<file path="config.mk">
export PLATFORM = sky130hd
export DESIGN_NAME = word_stacker_flat
export DESIGN_NICKNAME = d
export VERILOG_FILES = /design/src/rtl/word_stacker_if.sv /design/src/rtl/word_stacker.sv /design/src/flat_wrapper.sv
export SDC_FILE = /design/constraint.sdc
export NUM_CORES = 1
export LEC_CHECK = 0
export CORE_MARGIN = 5
export CORE_UTILIZATION = 48
export CTS_CLUSTER_SIZE = 28
export DETAILED_ROUTE_END_ITERATION = 8
export PLACE_DENSITY = 0.81
export SYNTH_ARGS = -nofsm -noshare
export SYNTH_HDL_FRONTEND = slang
export SYNTH_SLANG_ARGS = --single-unit
export TNS_END_PERCENT = 5
</file>
<file path="constraint.sdc">
create_clock -name clk_i -period 5.6 [get_ports clk_i]
set_input_delay 1.12 -clock clk_i [delete_from_list [all_inputs] [get_ports clk_i]]
set_output_delay 1.12 -clock clk_i [all_outputs]
set_load 0.02 [all_outputs]
</file>
<file path="src/rtl/word_stacker_if.sv">
// word_stacker_if: word-in / block-out handshake bundle between the streamer and the AES core input
interface word_stacker_if #(
    parameter int IN_WIDTH  = 32,
    parameter int NUM_WORDS = 4
);
    logic                          valid_i;
    logic                          ready_o;
    logic [IN_WIDTH-1:0]           word_i;
    logic                          valid_o;
    logic                          ready_i;
    logic [IN_WIDTH*NUM_WORDS-1:0] word_o;
    modport master (output valid_i, word_i, ready_i, input ready_o, valid_o, word_o);
    modport slave  (input valid_i, word_i, ready_i, output ready_o, valid_o, word_o);
endinterface

</file>
<file path="src/rtl/word_stacker.sv">
// word_stacker: packs NUM_WORDS input words into one block, first word in the top slice; WORD_STACKER_DOUBLE_BUF_EN adds a separate assembly register
module word_stacker #(
    parameter int IN_WIDTH  = 32,
    parameter int NUM_WORDS = 4
) (
    input  logic          clk_i,
    input  logic          rst_i,
    input  logic          clr_i,
    input  logic          enable_i,
    word_stacker_if.slave bus
);
    localparam int CW = $clog2(NUM_WORDS);
    localparam int BW = IN_WIDTH * NUM_WORDS;

    logic [CW-1:0] cnt_q, cnt_d;
    logic          accept, pop, last;

    function automatic logic [BW-1:0] put(input logic [BW-1:0] blk, input logic [CW-1:0] k,
                                          input logic [IN_WIDTH-1:0] w);
        logic [BW-1:0] r;
        r = blk;
        for (int i = 0; i < NUM_WORDS; i++)
            if (k == CW'(i)) r[(NUM_WORDS-1-i)*IN_WIDTH +: IN_WIDTH] = w;
        return r;
    endfunction

    assign accept = enable_i & bus.valid_i & bus.ready_o;
    assign pop    = enable_i & bus.valid_o & bus.ready_i;
    assign last   = accept & (cnt_q == CW'(NUM_WORDS-1));
    assign cnt_d  = last ? '0 : cnt_q + CW'(accept);

`ifdef WORD_STACKER_DOUBLE_BUF_EN
    logic [BW-1:0] asm_q, asm_d, out_q, out_d, blk;
    logic          asm_full_q, asm_full_d, out_full_q, out_full_d, direct;

    assign bus.ready_o = ~asm_full_q;
    assign bus.valid_o = out_full_q;
    assign bus.word_o  = out_q;

    // completed block goes straight to the output when it is free or being popped, else parks in assembly
    always_comb begin
        blk        = put(asm_q, cnt_q, bus.word_i);
        direct     = last & (~out_full_q | pop);
        asm_d      = accept ? blk : asm_q;
        out_d      = direct ? blk : (asm_full_q & pop) ? asm_q : out_q;
        asm_full_d = (last & ~direct) | (asm_full_q & ~pop);
        out_full_d = direct | (asm_full_q & pop) | (out_full_q & ~pop);
    end

    // assembly, output and occupancy registers
    always_ff @(posedge clk_i or posedge rst_i) begin
        if (rst_i) begin
            cnt_q      <= '0;
            asm_q      <= '0;
            out_q      <= '0;
            asm_full_q <= 1'b0;
            out_full_q <= 1'b0;
        end else if (clr_i) begin
            cnt_q      <= '0;
            asm_q      <= '0;
            out_q      <= '0;
            asm_full_q <= 1'b0;
            out_full_q <= 1'b0;
        end else begin
            cnt_q      <= cnt_d;
            asm_q      <= asm_d;
            out_q      <= out_d;
            asm_full_q <= asm_full_d;
            out_full_q <= out_full_d;
        end
    end
`else
    typedef enum logic {COLLECT, FULL} state_t;

    state_t        state_q, state_d;
    logic [BW-1:0] data_q, data_d;

    assign bus.ready_o = state_q == COLLECT;
    assign bus.valid_o = state_q == FULL;
    assign bus.word_o  = data_q;

    // collect until the last slice is written, then hold the block until it is popped
    always_comb begin
        state_d = state_q;
        data_d  = data_q;
        state_d = last ? FULL : pop ? COLLECT : state_q;
        data_d  = accept ? put(data_q, cnt_q, bus.word_i) : data_q;
    end

    // state, slice counter and shared data register
    always_ff @(posedge clk_i or posedge rst_i) begin
        if (rst_i) begin
            state_q <= COLLECT;
            cnt_q   <= '0;
            data_q  <= '0;
        end else if (clr_i) begin
            state_q <= COLLECT;
            cnt_q   <= '0;
            data_q  <= '0;
        end else begin
            state_q <= state_d;
            cnt_q   <= cnt_d;
            data_q  <= data_d;
        end
    end
`endif
endmodule
</file>
<file path="src/flat_wrapper.sv">
// flat-port wrapper written by rule: the top's interface ports become plain ports
module word_stacker_flat 
#(
    parameter int IN_WIDTH  = 32,
    parameter int NUM_WORDS = 4
)
  (clk_i, rst_i, clr_i, enable_i, bus_valid_i, bus_word_i, bus_ready_i, bus_ready_o, bus_valid_o, bus_word_o);
  word_stacker_if #(.IN_WIDTH(IN_WIDTH), .NUM_WORDS(NUM_WORDS)) bus_i ();
  input  logic clk_i;
  input  logic rst_i;
  input  logic clr_i;
  input  logic enable_i;
  input wire logic [$bits(bus_i.valid_i)-1:0] bus_valid_i;
  input wire logic [$bits(bus_i.word_i)-1:0] bus_word_i;
  input wire logic [$bits(bus_i.ready_i)-1:0] bus_ready_i;
  output wire logic [$bits(bus_i.ready_o)-1:0] bus_ready_o;
  output wire logic [$bits(bus_i.valid_o)-1:0] bus_valid_o;
  output wire logic [$bits(bus_i.word_o)-1:0] bus_word_o;
  assign bus_i.valid_i = bus_valid_i;
  assign bus_i.word_i = bus_word_i;
  assign bus_i.ready_i = bus_ready_i;
  assign bus_ready_o = bus_i.ready_o;
  assign bus_valid_o = bus_i.valid_o;
  assign bus_word_o = bus_i.word_o;
  word_stacker #(.IN_WIDTH(IN_WIDTH), .NUM_WORDS(NUM_WORDS)) u_core (.clk_i(clk_i), .rst_i(rst_i), .clr_i(clr_i), .enable_i(enable_i), .bus(bus_i));
endmodule
</file>
==> flow_summary_export.csv, run 1 <==
group,metric,value,unit
outcome,status,"completed",
setup_path,worst_r2r_path_depth,5,
floorplan,rows,40,
route,wl_per_cell,18.2,um
final_layout,num-fill-cells,919,
clock_network,clock_sinks,131,
floorplan,die_area,14500,sq um
setup_path,crit_buf_inv,3,
synth,synth_seq_cells,131,
hold_path,whs_path_depth,2,
clock_network,cts_tree,"yes",
synth,synth-seq-area-share,0.560,
route,drcViolationCount,0,
hold_path,hp-class,"reg2reg",
sta,drv_slew,0,
clock_network,cts_made_buffers,17,
grt,grt_pass1_vias,4409,
setup_path,end_kind,"register",
grt,grt_usage,0.204,
hold_path,whs_endpoint,"u_core.bus.word_o[33]$_DFFE_PP0P_",
power_and_ir_drop,p_switching,0.537,mW
grt,antenna_found_initial,0,
grt,overflow,0,
power_and_ir_drop,leakagePower,3.99,nW
floorplan,die_w,120,um
route,ant_nets,0,
route,num_vias,4017,
setup_path,cp_max_fo,17,
synth,synth_top_area_frac,0.560,
clock_network,cts_max_path_buffers,2,
power_and_ir_drop,power.density,285,nW/um^2
setup_path,crit_path_max_incr_delay,780,ps
clock_network,h-tree-depth,4,
final_layout,multiInputGateArea,2390,sq um
placed_design,routabilityCongestion,0.773,
placed_design,dp.cells,755,
sta,worst_slew_pin_slew,1140,ps
route,drt_pass1_iterations,4,
setup_path,critical_path.startpoint,"enable_i",
setup_path,slowest_stage,"nand3b_1",
final_layout,seq_area,3280,sq um
power_and_ir_drop,combPwrFrac,0.087,
final_layout,drive_above_1_share,0.0656,
clock_network,root_buffer,"clkbuf_16",
final_layout,syn2layout_area_growth,40.0,%
hold_path,min_from,"u_core.bus.word_o[33]$_DFFE_PP0P_",
synth,synth_area_leaders,"dfrtp_1 56%, mux2i_1 22%, nand2b_1 17%",
sta,setup_viol,0,
setup_path,r2r_slack,3270,ps
power_and_ir_drop,pwr-share-clk,0.493,
synth,synth_top_cell_by_area,"dfrtp_1",
sta,setup_tns,0,ps
synth,syn-cell-area,5860,sq um
floorplan,chipHeight,120,um
power_and_ir_drop,switching_share,0.230,
setup_path,startpoint_type,"primary input",
synth,avgSynthCellArea,12.5,sq um
sta,fin_crit,3100,ps
sta,period_share,0.554,
setup_path,path_class,"in2reg",
clock_network,path_clk_slew,60,ps
clock_network,cts_setup_buffers,0,
grt,grt_pass1_wl,23700,um
synth,yosysWarnings,0,
setup_path,cp.arrival,3370,ps
setup_path,crit_family,"buffers and inverters",
final_layout,instances_no_fill,787,
flow_run,maxCapViolations,0,
route,routed_wl,14300,um
floorplan,core_area,12000,sq um
final_layout,diodes,0,
clock_network,clkLatencyLatePin,400,ps
grt,grt_start_max_net_pins,164,
setup_path,r2r_start,"u_core.bus.valid_o$_DFFE_PP0P_",
floorplan,pin_count,168,
power_and_ir_drop,peakVddDrop,203,uV
placed_design,portBuffers,167,
floorplan,start_util,0.488,
synth,yosysUniqueCellTypes,20,
setup_path,cp.required,5870,ps
setup_path,cp_cell_sequence,"clkdlybuf4s50_1 > nand3b_4 > inv_1 > nand3b_1 > buf_4 > mux2i_1",
sta,grt_setup_unrepaired,"false",
route,drtIter0Drc,346,
sta,skew,13.6,ps
sta,final_hold_viol_count,0,
power_and_ir_drop,p_int,1.80,mW
setup_path,reg2reg_to,"u_core.bus.word_o[69]$_DFFE_PP0P_",
synth,postSynthCellCount,470,
final_layout,post-route-util,0.683,
power_and_ir_drop,power_frac_seq,0.420,
final_layout,nets,666,
sta,fmax,0.323,GHz
sta,slew-limit-headroom,0.241,
clock_network,hold_buffers,0,
sta,whs,541,ps
clock_network,cts_resized,0,
placed_design,dp_hpwl,9560,um
synth,synth_nets,509,
route,via_per_inst,5.10,
placed cells by master, fill, tap and decap left out:
master | Yosys | layout
dfrtp_1 | 131 | 131
a21oi_1 | 1 | 1
clkinvlp_4 | 0 | 3
bufinv_16 | 0 | 3
inv_1 | 3 | 2
nor3b_1 | 1 | 1
or3_2 | 0 | 1
clkinv_4 | 0 | 4
xnor2_1 | 1 | 1
inv_6 | 0 | 3
ha_1 | 1 | 1
nand2_1 | 2 | 2
nand3b_4 | 1 | 1
clkdlybuf4s50_1 | 0 | 166
clkbuf_8 | 0 | 2
nor3_1 | 2 | 2
buf_4 | 6 | 6
clkbuf_16 | 0 | 17
and3_2 | 0 | 1
nand3_1 | 1 | 1
nand2b_1 | 160 | 160
inv_4 | 0 | 1
nand3b_1 | 2 | 2
mux2i_1 | 128 | 128
layer usage:
metal / GRT usage / wire length, um
met1: 0.272 / 6300
met2: 0.326 / 6910
met3: 0.0655 / 974
met4: 0.0524 / 121
met5: 0 / 0
kinds of logic after synthesis:
group | count (synthesis) | share of synthesized area
mux | 128 | 0.219
fa+ha+maj | 1 | 0.00214
xor+xnor | 1 | 0.00150
buf+inv | 37 | 0.0329
flops | 131 | 0.560
simple gates | 171 | 0.184
compound gates | 1 | 0.000854
metrics by stage:
stage,power (mW),setup slack [ps],instance area (sq um)
3_5_place_dp,1.20,2060,7570
6_report,2.33,2500,8200
3_3_place_gp,1.20,2140,7570
5_1_grt,2.42,2360,8200
2_1_floorplan,1.11,982,5860
4_1_cts,2.36,2470,8200
Yosys cell counts:
library cell,number
inv_1,3
or3_1,1
mux2i_1,128
clkbuf_1,18
a21oi_1,1
clkbuf_2,1
buf_6,3
nand2b_1,160
buf_4,6
nand2_1,2
buf_2,6
ha_1,1
nand3_1,1
nand3b_1,2
and3_1,1
nand3b_4,1
nor3b_1,1
xnor2_1,1
nor3_1,2
dfrtp_1,131
flip-flops by register name (all words and copies together), names as in the netlist:
| register | cells |
|---|---|
| u_core.bus.word_o | 128 |
| u_core.cnt_q | 2 |
| u_core.bus.valid_o | 1 |
worst min-delay path, cell delays in order (launching register included):
cell,delay (ps)
dfrtp_1,370
nand2b_1,70
mux2i_1,60
power groups by stage:
stage / Sequential [mW] / Combinational (mW) / Clock, mW
global placement: 0.996 / 0.202 / 0
detailed placement: 0.996 / 0.205 / 0
floorplan: 1.02 / 0.0942 / 0
global route: 0.982 / 0.220 / 1.21
CTS: 0.980 / 0.206 / 1.17
finish: 0.980 / 0.203 / 1.15
how the worst max path moves through the flow:
stage          depth (start not counted)                                end
2_1_floorplan                          1     u_core.bus.valid_o$_DFFE_PP0P_
3_3_place_gp                           6  u_core.bus.word_o[77]$_DFFE_PP0P_
3_5_place_dp                           6  u_core.bus.word_o[67]$_DFFE_PP0P_
4_1_cts                                6  u_core.bus.word_o[69]$_DFFE_PP0P_
5_1_grt                                6  u_core.bus.word_o[80]$_DFFE_PP0P_
6_report                               6  u_core.bus.word_o[69]$_DFFE_PP0P_
layout make-up:
cell class | instances | share of cell area
well taps | 147 | 0.0224
repair buffers | 172 | 0.208
flip-flops and latches | 131 | 0.400
inverters | 3 | 0.00168
multi-input cells | 302 | 0.291
clock inverters | 13 | 0.0212
clock buffers | 19 | 0.0553
No activity file was read; power rests on OpenSTA's default activity.
==> run 2: changes to the inputs <==
--- a/config.mk
+++ b/config.mk
@@ -6,10 +6,10 @@
 export NUM_CORES = 1
 export LEC_CHECK = 0
 export CORE_MARGIN = 5
-export CORE_UTILIZATION = 48
+export CORE_UTILIZATION = 43
 export CTS_CLUSTER_SIZE = 28
 export DETAILED_ROUTE_END_ITERATION = 8
-export PLACE_DENSITY = 0.81
+export PLACE_DENSITY = 0.76
 export SYNTH_ARGS = -nofsm -noshare
 export SYNTH_HDL_FRONTEND = slang
 export SYNTH_SLANG_ARGS = --single-unit
==> constraint.sdc (replaced) <==
create_clock -name clk_i -period 2.7 [get_ports clk_i]
set_input_delay 0.54 -clock clk_i [delete_from_list [all_inputs] [get_ports clk_i]]
set_output_delay 0.54 -clock clk_i [all_outputs]
set_load 0.02 [all_outputs]
==> run 2 against run 1 <==
Count of clock-buffer cells in the layout up 6. Final cell count up 4.6%. Clock power up 94%. Setup slack worse by 1800 ps. Critical path depth down 4. Clock skew down 7.1 ps. Critical path type is now reg2out. Largest cell class unchanged. Worst hold slack about the same. Sequential cell count unchanged. Sequential share of layout area down 0.42 points.
==> flow_summary_export.csv, run 2 (synthesized netlist as in run 1, its figures left out) <==
group,metric,value,unit
clock_network,cts_tree,"yes",
clock_network,root_buffer,"clkbuf_16",
clock_network,path_clk_slew,50,ps
clock_network,hold_buffers,0,
sta,fmax,0.495,GHz
setup_path,cp.arrival,1480,ps
placed_design,portBuffers,167,
final_layout,nets,673,
floorplan,rows,42,
clock_network,cts_made_buffers,17,
hold_path,whs_path_depth,2,
outcome,status,"completed",
setup_path,crit_path_max_incr_delay,600,ps
flow_run,maxCapViolations,0,
sta,drv_slew,0,
power_and_ir_drop,peakVddDrop,306,uV
floorplan,chipHeight,127,um
route,num_vias,3960,
route,wl_per_cell,17.1,um
sta,whs,540,ps
sta,grt_setup_unrepaired,"false",
final_layout,post-route-util,0.623,
sta,slew-limit-headroom,0.510,
clock_network,cts_max_path_buffers,2,
final_layout,final_common_cell,"clkdlybuf4s50_1",
setup_path,startpoint_type,"register",
sta,setup_viol,0,
setup_path,cp_cell_sequence,"inv_1 > clkdlybuf4s50_1",
floorplan,die_area,16100,sq um
route,drcViolationCount,0,
floorplan,core_area,13300,sq um
power_and_ir_drop,leakagePower,4.03,nW
route,ant_nets,0,
grt,antenna_found_initial,0,
route,via_per_inst,4.81,
placed_design,routabilityCongestion,0.798,
final_layout,drive_above_1_share,0.0726,
final_layout,final_cell_mix,"166 x clkdlybuf4s50_1, 160 x nand2b_1, 131 x dfrtp_1",
sta,period_share,0.748,
final_layout,syn2layout_area_growth,41.5,%
hold_path,hp-class,"reg2reg",
placed_design,dp_hpwl,9570,um
setup_path,crit_buf_inv,2,
route,drtIter0Drc,167,
sta,skew,6.52,ps
grt,overflow,0,
clock_network,h-tree-depth,4,
setup_path,r2r_slack,1070,ps
route,routed_wl,14100,um
power_and_ir_drop,power.density,566,nW/um^2
clock_network,cts_setup_buffers,0,
final_layout,largest_reg_flops,128,
setup_path,path_class,"reg2out",
grt,grt_usage,0.179,
grt,grt_pass1_vias,4251,
setup_path,crit_family,"buffers and inverters",
setup_path,worst_r2r_path_depth,4,
placed_design,placed_area,7700,sq um
setup_path,end_kind,"output pin",
floorplan,die_w,127,um
setup_path,cp.depth,2,
sta,setup_tns,0,ps
floorplan,pin_count,168,
setup_path,cp.required,2160,ps
grt,grt_pass1_wl,22800,um
clock_network,cts_resized,0,
sta,final_hold_viol_count,0,
final_layout,diodes,0,
setup_path,slowest_stage,"clkdlybuf4s50_1",
sta,fin_crit,2020,ps
floorplan,start_util,0.441,
final_layout,final_area,8290,sq um
sta,worst_slew_pin_slew,735,ps
final_layout,num-fill-cells,1045,
clock_network,clkLatencyLatePin,410,ps
setup_path,cp_max_fo,4,
grt,grt_start_max_net_pins,132,
clock_network,clock_sinks,131,
route,drt_pass1_iterations,5,
==> run 2: changes by cell type in the layout (fill, tap and decap cells not counted) <==
cell	previous run	this run
buf_12	0	3
buf_4	6	10
bufinv_16	3	1
clkbuf_1	0	2
clkbuf_8	2	6
clkinv_2	0	2
clkinv_4	4	1
clkinvlp_4	3	4
inv_4	1	0
inv_6	3	0
==> run 2: worst paths after layout <==
path,startpoint,end
max,u_core.bus.valid_o$_DFFE_PP0P_,bus_ready_o
min,u_core.bus.word_o[66]$_DFFE_PP0P_,u_core.bus.word_o[66]$_DFFE_PP0P_
max reg2reg,u_core.bus.valid_o$_DFFE_PP0P_,u_core.bus.word_o[113]$_DFFE_PP0P_
min reg2reg,u_core.bus.word_o[66]$_DFFE_PP0P_,u_core.bus.word_o[66]$_DFFE_PP0P_
max in group asynchronous,rst_i,u_core.bus.word_o[83]$_DFFE_PP0P_
min in group asynchronous,rst_i,u_core.bus.word_o[88]$_DFFE_PP0P_
==> run 2: metrics by stage <==
stage	setup WS [ps]	power, mW	std cells
6_report	682	4.69	823
5_1_grt	625	4.87	823
4_1_cts	658	4.75	823
3_5_place_dp	464	2.50	791
3_3_place_gp	501	2.49	791
2_1_floorplan	537	2.31	470
==> run 2: worst register-to-register path, stage by stage (launching register included) <==
cell,delay (ps)
dfrtp_1,410
nand3b_4,170
or3_2,410
buf_4,310
mux2i_1,190
==> run 2: area by class of cell <==
cell class              instances  area, sq um  area share
clock buffers                  25          515      0.0622
clock inverters                 7         71.3     0.00861
inverters                       3         15.0     0.00181
multi-input cells             302         2390       0.288
flip-flops and latches        131         3280       0.396
well taps                     176          220      0.0266
repair buffers                179         1800       0.217
==> run 2: power by group <==
group	internal (mW)	total, mW	switching (mW)
sequential	2.01	2.03	0.0276
combinational	0.208	0.426	0.218
clock	1.41	2.23	0.817
total	3.63	4.69	1.06
==> run 2: routing by layer <==
metal / share of wire / GRT usage / up-vias
met3: 0.083 / 0.0736 / 20
li1: - / - / 1874
met1: 0.44 / 0.225 / 1946
met5: 0 / 0 / -
met4: 0.015 / 0.0637 / 0
met2: 0.46 / 0.281 / 120
==> run 3: changes to the inputs <==
==> constraint.sdc (replaced) <==
create_clock -name clk_i -period 1.75 [get_ports clk_i]
set_input_delay 0.35 -clock clk_i [delete_from_list [all_inputs] [get_ports clk_i]]
set_output_delay 0.35 -clock clk_i [all_outputs]
set_load 0.02 [all_outputs]
==> run 3 against run 2 <==
Worst hold slack worse by 110 ps. Clock power is 47% higher. Critical path type unchanged. Wire length rose by 5.9%. Die area stayed put.
==> flow_summary_export.csv, run 3 (synthesized netlist as in run 1, its figures left out) <==
group,metric,value,unit
sta,fmax,0.581,GHz
setup_path,crit_family,"buffers and inverters",
sta,fin_crit,1720,ps
power_and_ir_drop,fin_total_pwr,7.07,mW
route,drcViolationCount,0,
sta,period_share,0.983,
route,drt_pass1_iterations,5,
outcome,status,"completed",
power_and_ir_drop,peakVddDrop,584,uV
placed_design,dp.cells,801,
route,wl_per_cell,17.9,um
sta,final_hold_viol_count,0,
power_and_ir_drop,leakagePower,5.22,nW
clock_network,cts_made_buffers,17,
setup_path,path_class,"reg2out",
setup_path,reg2reg_to,"u_core.bus.word_o[64]$_DFFE_PP0P_",
final_layout,final_common_cell,"nand2b_1",
floorplan,die_area,16100,sq um
sta,skew,7.02,ps
clock_network,path_clk_slew,50,ps
final_layout,syn2layout_area_growth,43.6,%
placed_design,portBuffers,167,
clock_network,cts_resized,72,
floorplan,die_w,127,um
route,drtIter0Drc,206,
clock_network,cts_tree,"yes",
sta,setup_viol,0,
route,via_per_inst,4.86,
sta,worst_slew_pin_slew,372,ps
placed_design,routabilityCongestion,0.777,
grt,grt_pass1_vias,4486,
hold_path,hp-class,"in2async",
clock_network,root_buffer,"clkbuf_16",
sta,drv_slew,0,
clock_network,clock_sinks,131,
setup_path,cp.arrival,1370,ps
placed_design,dp_hpwl,10500,um
final_layout,diodes,0,
clock_network,hold_buffers,0,
clock_network,h-tree-depth,4,
clock_network,cts_setup_buffers,0,
final_layout,drive_above_1_share,0.0884,
sta,setup_tns,0,ps
clock_network,clkLatencyLatePin,400,ps
setup_path,slowest_stage,"clkdlybuf4s50_1",
setup_path,cp_max_fo,2,
grt,grt_usage,0.189,
grt,overflow,0,
route,routed_wl,14900,um
final_layout,nets,683,
floorplan,pin_count,168,
floorplan,rows,42,
grt,grt_start_max_net_pins,60,
setup_path,crit_path_max_incr_delay,610,ps
setup_path,cp_cell_sequence,"clkdlybuf4s50_1",
setup_path,cp.required,1400,ps
sta,slew-limit-headroom,0.752,
final_layout,instances_no_fill,832,
clock_network,cts_max_path_buffers,2,
setup_path,end_kind,"output pin",
flow_run,maxCapViolations,0,
setup_path,startpoint_type,"register",
setup_path,r2r_start,"u_core.bus.valid_o$_DFFE_PP0P_",
floorplan,start_util,0.441,
grt,antenna_found_initial,0,
setup_path,worst_r2r_path_depth,6,
floorplan,core_area,13300,sq um
grt,grt_pass1_wl,24200,um
final_layout,largest_reg_flops,128,
route,num_vias,4047,
setup_path,crit_buf_inv,1,
route,ant_nets,0,
setup_path,r2r_slack,170,ps
final_layout,final_cell_mix,"160 x nand2b_1, 131 x dfrtp_1, 128 x mux2i_1",
power_and_ir_drop,power.density,840,nW/um^2
floorplan,chipHeight,127,um
==> run 3: changes by cell type in the layout (fill, tap and decap cells not counted) <==
cell / previous run / this run
clkdlybuf4s50_1: 166 / 49
dlygate4sd2_1: 0 / 72
dlymetal6s2s_1: 0 / 45
buf_12: 3 / 8
buf_4: 10 / 15
clkbuf_8: 6 / 1
clkinvlp_4: 4 / 7
clkbuf_1: 2 / 0
clkinv_2: 2 / 4
inv_6: 0 / 1
==> run 3: metal layers <==
| metal | global-route usage | share of wire |
|---|---|---|
| met3 | 0.0727 | 0.074 |
| met4 | 0.0473 | 0.010 |
| met5 | 0 | 0 |
| met1 | 0.238 | 0.43 |
| met2 | 0.307 | 0.49 |
==> run 3: through the flow <==
step	setup WS (ps)	hold WS, ps	instance area (sq um)	utilization
6_report	30.2	427	8410	0.633
5_1_grt	-6.36	466	8410	0.633
4_1_cts	0.188	437	8300	0.624
3_5_place_dp	-231	536	7840	0.589
3_3_place_gp	-167	525	7840	0.589
2_1_floorplan	-223	531	5860	-
==> run 3: power by group <==
part / switching [mW] / internal [mW] / total, mW
Sequential: 0.0456 / 3.09 / 3.14
Combinational: 0.342 / 0.308 / 0.651
Clock: 1.30 / 1.97 / 3.28
==> run 3: layout make-up <==
class | instances | area, sq um
clock buffers | 18 | 439
clock inverters | 13 | 113
fillers | 1073 | 4880
inverters | 3 | 15.0
multi-input cells | 302 | 2390
flip-flops and latches | 131 | 3280
well taps | 176 | 220
repair buffers | 189 | 1960
==> run 3: worst max path at each step <==
stage / start / to / cells past startpoint
5_1_grt: u_core.bus.word_o[23]$_DFFE_PP0P_ / bus_word_o[23] / 1
3_3_place_gp: enable_i / u_core.bus.word_o[106]$_DFFE_PP0P_ / 5
4_1_cts: u_core.bus.word_o[60]$_DFFE_PP0P_ / bus_word_o[60] / 1
3_5_place_dp: enable_i / u_core.bus.word_o[106]$_DFFE_PP0P_ / 5
6_report: u_core.bus.word_o[26]$_DFFE_PP0P_ / bus_word_o[26] / 1
2_1_floorplan: rst_i / u_core.bus.valid_o$_DFFE_PP0P_ / 1
==> run 3: worst reg2reg max path: stages (launching register included) <==
cell and delay, ps:
dfrtp_1 390, nand3b_4 170, inv_1 70, buf_4 140, nand3b_1 90, buf_4 360, mux2i_1 270
